`config.mk`:
```
export PLATFORM = sky130hd
export DESIGN_NAME = core_ctrl
export DESIGN_NICKNAME = d
export VERILOG_FILES = /design/src/rtl/core_ctrl.sv
export SDC_FILE = /design/constraint.sdc
export NUM_CORES = 1
export LEC_CHECK = 0
export CAP_MARGIN = 10
export CORE_MARGIN = 3
export CORE_UTILIZATION = 43
export DETAILED_ROUTE_END_ITERATION = 10
export PLACE_DENSITY = 0.84
export SLEW_MARGIN = 5
export SYNTH_ARGS = -nofsm -noshare
export SYNTH_HDL_FRONTEND = slang
export SYNTH_SLANG_ARGS = --single-unit
```
`constraint.sdc`:
```
create_clock -name clk -period 1.6 [get_ports clk]
set_input_delay 0.32 -clock clk [delete_from_list [all_inputs] [get_ports clk]]
set_output_delay 0.32 -clock clk [all_outputs]
set_load 0.1 [all_outputs]
```
`src/rtl/core_ctrl.sv`:
```
// ---------------------------------------------------------------------------
// core_ctrl -- multi-cycle control sequencer for the 8-bit lab core.
//
// Owns the program counter and walks every instruction through four phases
// (FETCH, DECODE, EXEC, WB). Branch redirection comes from the alu: the
// target and the taken decision are captured in EXEC and applied in WB.
// A sticky overflow flag and a retired-instruction counter are kept for
// observation.
//
// Ports:
//   clk             core clock, rising edge
//   rst_n           asynchronous active-low reset
//   start_i         start pulse, honoured only in IDLE or HALT
//   start_addr_i    first PC value loaded on start
//   imem_addr_o     instruction ROM address (ROM data valid one cycle later)
//   instr_i         instruction word {opcode[8:5], rs1/rd[4:2], rs2/const[1:0]}
//   opcode_o        opcode to the alu
//   rs1_sel_o       register-file port A select / write select
//   rs2_sel_o       register-file port B select
//   const_o         constant to the alu (same bits as rs2_sel_o)
//   branch_taken_i  branch decision from the alu
//   alu_out_i       alu result; branch target for beq0 and jmp
//   overflow_i      alu overflow
//   reg_we_o        register-file write enable, one-cycle pulse in WB
//   busy_o          high while an instruction is in flight
//   done_o          high in HALT
//   ovf_flag_o      sticky overflow flag (set by add, cleared on start)
//   retired_o       number of instructions that completed WB
// ---------------------------------------------------------------------------
module core_ctrl (
    input  logic        clk,
    input  logic        rst_n,
    input  logic        start_i,
    input  logic [7:0]  start_addr_i,
    output logic [7:0]  imem_addr_o,
    input  logic [8:0]  instr_i,
    output logic [3:0]  opcode_o,
    output logic [2:0]  rs1_sel_o,
    output logic [1:0]  rs2_sel_o,
    output logic [1:0]  const_o,
    input  logic        branch_taken_i,
    input  logic [7:0]  alu_out_i,
    input  logic        overflow_i,
    output logic        reg_we_o,
    output logic        busy_o,
    output logic        done_o,
    output logic        ovf_flag_o,
    output logic [15:0] retired_o
);

    localparam logic [3:0] HALT_OP = 4'b1110;
    localparam logic [3:0] ADD_OP  = 4'b0000;
    localparam logic [8:0] NOP_IR  = 9'h1E0;

    localparam logic [2:0] S_IDLE   = 3'd0;
    localparam logic [2:0] S_FETCH  = 3'd1;
    localparam logic [2:0] S_DECODE = 3'd2;
    localparam logic [2:0] S_EXEC   = 3'd3;
    localparam logic [2:0] S_WB     = 3'd4;
    localparam logic [2:0] S_HALT   = 3'd5;

    logic [2:0]  state_q, state_d;
    logic [7:0]  pc_q, pc_d;
    logic [8:0]  ir_q, ir_d;
    logic [7:0]  tgt_q, tgt_d;
    logic        taken_q, taken_d;
    logic        ovf_q, ovf_d;
    logic [15:0] retired_q, retired_d;

    logic [3:0]  op;
    logic        op_writes;

    assign op = ir_q[8:5];

    // Opcodes that do not write the register file: beq0, jmp, reserved, nop.
    // HALT never reaches WB, so its value here does not matter.
    always_comb begin
        case (op)
            4'b0101, 4'b1011, 4'b1101, 4'b1110, 4'b1111: op_writes = 1'b0;
            default:                                     op_writes = 1'b1;
        endcase
    end

    always_comb begin
        state_d   = state_q;
        pc_d      = pc_q;
        ir_d      = ir_q;
        tgt_d     = tgt_q;
        taken_d   = taken_q;
        ovf_d     = ovf_q;
        retired_d = retired_q;
        case (state_q)
            S_IDLE, S_HALT: begin
                if (start_i) begin
                    pc_d      = start_addr_i;
                    ovf_d     = 1'b0;
                    retired_d = 16'd0;
                    state_d   = S_FETCH;
                end
            end
            S_FETCH: begin
                state_d = S_DECODE;
            end
            S_DECODE: begin
                // ROM output registered from the FETCH address is valid now.
                ir_d    = instr_i;
                state_d = S_EXEC;
            end
            S_EXEC: begin
                tgt_d   = alu_out_i;
                taken_d = branch_taken_i;
                state_d = (op == HALT_OP) ? S_HALT : S_WB;
            end
            S_WB: begin
                pc_d      = taken_q ? tgt_q : pc_q + 8'd1;
                retired_d = retired_q + 16'd1;
                if (op == ADD_OP && overflow_i) begin
                    ovf_d = 1'b1;
                end
                state_d = S_FETCH;
            end
            default: begin
                state_d = S_IDLE;
            end
        endcase
    end

    always_ff @(posedge clk or negedge rst_n) begin
        if (!rst_n) begin
            state_q   <= S_IDLE;
            pc_q      <= 8'h00;
            ir_q      <= NOP_IR;
            tgt_q     <= 8'h00;
            taken_q   <= 1'b0;
            ovf_q     <= 1'b0;
            retired_q <= 16'd0;
        end else begin
            state_q   <= state_d;
            pc_q      <= pc_d;
            ir_q      <= ir_d;
            tgt_q     <= tgt_d;
            taken_q   <= taken_d;
            ovf_q     <= ovf_d;
            retired_q <= retired_d;
        end
    end

    // The ir only changes in DECODE, so the alu operands stay stable from
    // EXEC through WB and the write-back data is valid under reg_we_o.
    assign imem_addr_o = pc_q;
    assign opcode_o    = ir_q[8:5];
    assign rs1_sel_o   = ir_q[4:2];
    assign rs2_sel_o   = ir_q[1:0];
    assign const_o     = ir_q[1:0];
    assign reg_we_o    = (state_q == S_WB) && op_writes;
    assign busy_o      = (state_q == S_FETCH) || (state_q == S_DECODE) ||
                         (state_q == S_EXEC)  || (state_q == S_WB);
    assign done_o      = (state_q == S_HALT);
    assign ovf_flag_o  = ovf_q;
    assign retired_o   = retired_q;

endmodule

```
==> results of run 1 <==
==> registers in the layout (all words and copies together), names as in the netlist <==
signal       cells
taken_q          1
ovf_flag_o       1
tgt_q            8
retired_o       16
state_q          3
ir_q             9
imem_addr_o      8
==> logic make-up after synthesis <==
logic type,Yosys count
XOR/XNOR,8
buffers and inverters,14
AO/OA/AOI/OAI,44
multiplexers,34
AND/OR/NAND/NOR,70
flip-flops,46
adder cells (fa/ha/maj),2
==> synthesized netlist by cell type <==
| cell | instances |
|---|---|
| a21oi_1 | 10 |
| o211ai_1 | 2 |
| xor2_1 | 3 |
| o21ai_0 | 14 |
| o221a_2 | 2 |
| nand2_1 | 26 |
| and4_1 | 1 |
| nand3b_1 | 3 |
| nand2_2 | 1 |
| o21ai_1 | 1 |
| mux2_2 | 18 |
| or3b_1 | 1 |
| o21a_1 | 3 |
| a41oi_1 | 1 |
| clkbuf_1 | 3 |
| buf_2 | 4 |
| inv_1 | 2 |
| or3_1 | 1 |
| buf_4 | 3 |
| dfrtp_1 | 42 |
| o31ai_1 | 3 |
| nand2b_1 | 4 |
| a32o_1 | 1 |
| ha_1 | 2 |
| nor3_4 | 2 |
| a41o_1 | 1 |
| nand3_1 | 8 |
| nand4_1 | 3 |
| nor4_1 | 2 |
| nor3_1 | 5 |
| xnor2_1 | 5 |
| a31oi_1 | 4 |
| a211oi_1 | 2 |
| mux2i_1 | 16 |
| and3_1 | 2 |
| nor2_1 | 7 |
| dfstp_2 | 4 |
| nor3b_1 | 2 |
| nor2b_1 | 2 |
| buf_6 | 2 |
==> layer usage <==
| metal | vias to the layer above | wire, µm | GRT usage [%] |
|---|---|---|---|
| met1 | 1016 | 2440 | 22.1 |
| met5 | - | 0 | 0 |
| li1 | 979 | - | - |
| met4 | 0 | 61 | 5.24 |
| met3 | 8 | 410 | 6.55 |
| met2 | 75 | 3150 | 35.0 |
==> per-stage QoR <==
step	TNS, ns	util, %	worst slack, ns
after detailed placement	-0.346	70.7	-0.0741
after global placement	-0.131	70.7	-0.0264
after CTS	-1.37	74.0	-0.225
after floorplan	-0.538	-	-0.308
after global routing	-1.71	76.1	-0.217
final	-0.865	76.1	-0.164
==> critical path: cells and delay by family, from the launching register on <==
kind          cells  cell delay, ns
simple gates      2            0.57
flops             1            0.40
buf+inv           1            0.18
==> path summary, 6_finish.rpt <==
path / start / end / slack (ns)
min in group clk: tgt_q[5]$_DFFE_PN0P_ / tgt_q[5]$_DFFE_PN0P_ / 0.50
max in group asynchronous: rst_n / ir_q[8]$_DFFE_PN1N_ / 0.54
setup / recovery: state_q[0]$_DFFE_PN0P_ / reg_we_o / -0.16
hold reg to reg: tgt_q[5]$_DFFE_PN0P_ / tgt_q[5]$_DFFE_PN0P_ / 0.50
setup reg to reg: state_q[0]$_DFFE_PN0P_ / retired_o[12]$_DFFE_PN0P_ / -0.12
hold / removal: rst_n / retired_o[6]$_DFFE_PN0P_ / 0.50
==> cell type report <==
cell class | instances | area share [%]
clock inverters | 1 | 0.221
inverters | 2 | 0.190
clock buffers | 7 | 2.43
flip-flops and latches | 46 | 30.6
repair buffers | 100 | 33.8
well taps | 70 | 2.21
multi-input cells | 158 | 30.5
==> repair_timing <==
item                                    in CTS  in global routing
pin swaps                                    4                  9
resized for setup                           13                 18
endpoints found under the setup margin       4                 38
gates cloned                                 0                  2
setup buffers                                3                  8
endpoints found under the hold margin       16                  0
hold buffers                                 1                  0
==> out/metrics.yaml, run 1 <==
sta:
  tightestPinTransition_ns: 0.603
  finalSetupViolCount: 11
  max_freq_ghz: 0.567
  finalClockSkew_ns: 0.00685
  worst_slack_ns: -0.164
  finalCritPeriodShare_pct: 110
  rsz0062_at_grt: "yes"
  maxSlewViolCount: 0
  final_hold_viol_count: 0
  post-route-min-period_ns: 1.76
  hold_ws_ns: 0.503
  slew_headroom_pct: 59.5
run_status:
  violations: "negative setup slack"
  status: "finished, violations left"
clocking:
  numClockSinks: 46
  cts_buffers: 5
  clockBufferDepth: 2
  clkLatencyLatePin_ns: 0.29
  clk_pin_slew_worst_paths_ns: 0.09
  htree_levels: 2
  root_buffer: "clkbuf_8"
  tritoncts: "yes"
detailed_routing:
  viasPerCell: 5.41
  wl_mm: 6.07
  drt-initial-drc-count: 80
  wire_per_inst_um: 15.8
  drc: 0
  drt-pass1-iter-count: 4
  vias: 2078
  antenna_left: 0
logic_synthesis:
  synth-simple-area-share_pct: 15.8
  syn_avg_cell_area_um2: 10.8
  ys_seq_area_share_pct: 49.3
  syn-instance-count: 218
  ys_ff_latch: 46
  synth_top_family_by_area: "simple AND/OR/NAND/NOR gates"
  synth_nets: 250
  netlist_area_mm2: 0.00234
  synthAdderAreaFrac_pct: 1.07
  yosysWarningCount: 0
  yosysUniqueCellTypes: 40
  muxShareOfSynthArea_pct: 15.5
  synth_xor_area_share_pct: 2.99
  synth.area.top_cells: "dfrtp_1 (45%), mux2_2 (8.6%), mux2i_1 (6.8%)"
  yosysTopAreaCell: "dfrtp_1"
  synth_compound_area_share_pct: 11.8
  synth_top_area_share_pct: 44.8
setup_path:
  worstRegToRegCells: 6
  critPathRequiredTime_ns: 1.28
  cp_slowest_stage_delay_ns: 0.43
  cp-start-kind: "flip-flop"
  critPathSlowestCell: "or3b_4"
  cp.arrival_ns: 1.44
  endpoint_kind: "output port"
  crit_path_cell_trace: "or3b_4 -> nor2_4 -> buf_12"
  path_max_fanout: 2
  crit_type: "reg2out"
cells_and_area:
  fin_cells: 384
  fillCellCount: 328
  area_growth_pct: 68.9
  multiInputGateArea_mm2: 0.00121
  regArea_mm2: 0.00121
  layout-drive-gt1-share_pct: 46.5
  design_area_mm2: 0.00396
  final_common_cell: "buf_12"
  final_cell_mix: "buf_12 (41), clkdlybuf4s50_1 (28), nand2_1 (25)"
  final_nets: 345
  diodes: 0
global_route:
  antenna_found_initial: 0
  grt_pass1_vias: 2105
  grt_usage_pct: 19.5
  overflow: 0
  grt_pass1_wl_mm: 9.74
  grt_max_degree: 31
floorplanning:
  core-area_mm2: 0.00520
  die_area_mm2: 0.00638
  rows: 26
  start_util_pct: 45.0
  pin_count: 69
  die_w_um: 79.8
  die_h_um: 79.8
place:
  dp_hpwl_mm: 4.44
  gp_congestion: 0.818
  dp.cells: 364
  io_buffers: 68
  dpl-instance-area_mm2: 0.00368
min_path:
  hold_path_class: "in2async"
run:
  max_cap_viol_count: 0
Power of run 1 is left out: the tool's default activity adds up to more than one toggle a clock period on the data nets, which glitch-free logic cannot reach.
==> run 2, diff against run 1 <==
--- a/config.mk
+++ b/config.mk
@@ -7,9 +7,10 @@
 export LEC_CHECK = 0
 export CAP_MARGIN = 10
 export CORE_MARGIN = 3
-export CORE_UTILIZATION = 43
+export CORE_UTILIZATION = 44
+export CTS_BUF_LIST = sky130_fd_sc_hd__clkbuf_4 sky130_fd_sc_hd__clkbuf_8
 export DETAILED_ROUTE_END_ITERATION = 10
-export PLACE_DENSITY = 0.84
+export PLACE_DENSITY = 0.85
 export SLEW_MARGIN = 5
 export SYNTH_ARGS = -nofsm -noshare
 export SYNTH_HDL_FRONTEND = slang
==> out/metrics.yaml, run 2 (same netlist as run 1, synthesis figures left out) <==
run_status:
  status: "finished, violations left"
  violations: "negative setup slack"
clocking:
  htree_levels: 2  # unchanged
  clockBufferDepth: 2  # unchanged
  clk_pin_slew_worst_paths_ns: 0.08  # about the same
  root_buffer: "clkbuf_8"
  cts_buffers: 5  # unchanged
  tritoncts: "yes"
  numClockSinks: 46  # unchanged
  clkLatencyLatePin_ns: 0.31  # +0.02 ns
setup_path:
  crit_family: "simple AND/OR/NAND/NOR gates"
  critPathRequiredTime_ns: 1.28  # about the same
  r2r_end: "retired_o[15]$_DFFE_PN0P_"
  r2r-start: "state_q[1]$_DFFE_PN0P_"
  cp.arrival_ns: 1.51  # +0.07 ns
  path_max_fanout: 2  # unchanged
  endpoint_kind: "output port"
  crit_type: "reg2out"
  critPathLaunch: "state_q[1]$_DFFE_PN0P_"
  critical_path.endpoint: "reg_we_o"
  critPathBufInv: 2  # +1
  critPathSlowestCell: "or3b_4"
  crit_path_cell_trace: "or3b_4 -> buf_6 -> nor2_4 -> buf_12"
  rrSetupSlack_ns: -0.08  # +0.04 ns
  worstRegToRegCells: 6  # unchanged
  cp_slowest_stage_delay_ns: 0.41  # -0.02 ns
  cp-start-kind: "flip-flop"
  crit_cells: 4  # +1
cells_and_area:
  fillCellCount: 318  # -3.0%
  largest_reg_flops: 16  # unchanged
  diodes: 0  # unchanged
  layout-drive-gt1-share_pct: 45.0  # -1.5 points
  final_nets: 340  # -1.4%
  final_cell_mix: "buf_12 (39), clkdlybuf4s50_1 (28), nand2_1 (26)"
  final_common_cell: "buf_12"
  area_growth_pct: 65.8
sta:
  hold_ws_ns: 0.00911  # -0.494 ns
  tightestPinTransition_ns: 0.602  # -0.00130 ns
  finalCritPeriodShare_pct: 114  # +4.1 points
  setup_tns_ns: -0.595  # +0.270 ns
  finalSetupViolCount: 8  # -3
  finalClockSkew_ns: 0.00314  # -0.00371 ns
  post-route-min-period_ns: 1.83  # +0.0661 ns
  final_hold_viol_count: 0  # unchanged
  worst_slack_ns: -0.230  # -0.0661 ns
  maxSlewViolCount: 0  # unchanged
  max_freq_ghz: 0.546  # -3.6%
  rsz0062_at_grt: "yes"
  slew_headroom_pct: 59.9  # +0.40 points
global_route:
  grt_usage_pct: 21.5  # +2.0 points
  grt_pass1_wl_mm: 10.6  # +9.2%
  antenna_found_initial: 0  # unchanged
  grt_pass1_vias: 2205  # +4.8%
  grt_max_degree: 27  # -13%
  overflow: 0  # unchanged
floorplanning:
  rows: 25  # -3.8%
  core-area_mm2: 0.00494  # -5.0%
  die_w_um: 79  # -1.1%
  die_h_um: 79  # -1.1%
  pin_count: 69  # unchanged
  start_util_pct: 47.4  # +2.4 points
  die_area_mm2: 0.00624  # -2.1%
detailed_routing:
  wire_per_inst_um: 16.6  # +5.3%
  drc: 0  # unchanged
  drt-initial-drc-count: 120  # +50%
  vias: 2079  # +0.048%
  wl_mm: 6.25  # +3.1%
  drt-pass1-iter-count: 4  # unchanged
  antenna_left: 0  # unchanged
  viasPerCell: 5.53  # +2.2%
place:
  gp_congestion: 0.854  # +4.4%
  io_buffers: 68  # unchanged
  dp_hpwl_mm: 4.68  # +5.4%
min_path:
  hold_path_class: "in2async"
run:
  max_cap_viol_count: 0  # unchanged
## run 2: area by class of cell
type                    instances  area, µm²  area share (%)
inverters                       2       7.51           0.193
multi-input cells             158       1190            30.5
well taps                      67       83.8            2.16
repair buffers                 95       1280            33.0
flip-flops and latches         46       1210            31.2
clock buffers                   6       76.3            1.96
clock inverters                 2       37.5           0.965
## run 2: layer usage
metal | global-route usage (%) | up-vias | wire length [µm]
met1 | 24.8 | 1034 | 2450
met2 | 39.4 | 65 | 3400
met5 | 0 | - | 0
li1 | - | 971 | -
met4 | 5.67 | 0 | 80
met3 | 5.56 | 9 | 324
## run 2: worst min-delay path by stage
stage | start | to | slack, ns | depth (start not counted)
2_1_floorplan | rst_n | imem_addr_o[2]$_DFFE_PN0P_ | 0.02 | 0
5_1_grt | rst_n | state_q[2]$_DFFE_PN0P_ | 0.06 | 1
3_5_place_dp | rst_n | retired_o[6]$_DFFE_PN0P_ | 0.36 | 1
3_3_place_gp | rst_n | retired_o[5]$_DFFE_PN0P_ | 0.35 | 1
6_report | rst_n | retired_o[6]$_DFFE_PN0P_ | 0.009 | 1
4_1_cts | rst_n | state_q[2]$_DFFE_PN0P_ | 0.03 | 1
## run 2: what timing repair did
action / CTS / global route
pin swaps: 2 / 10
endpoints found under the setup margin: 4 / 12
setup buffers: 1 / 6
hold buffers: 0 / 0
gates resized for setup: 9 / 13
## run 2: per-stage QoR
stage,cell area [µm²],utilization (%),worst slack [ns],std cells
after floorplan,2440,-,-0.308,218
after global placement,3670,74.2,-0.0622,363
after detailed placement,3670,74.2,-0.137,363
after CTS,3810,77.1,-0.237,371
after global routing,3890,78.7,-0.269,376
final,3890,78.7,-0.230,376
Power of run 2 is left out for the same reason.
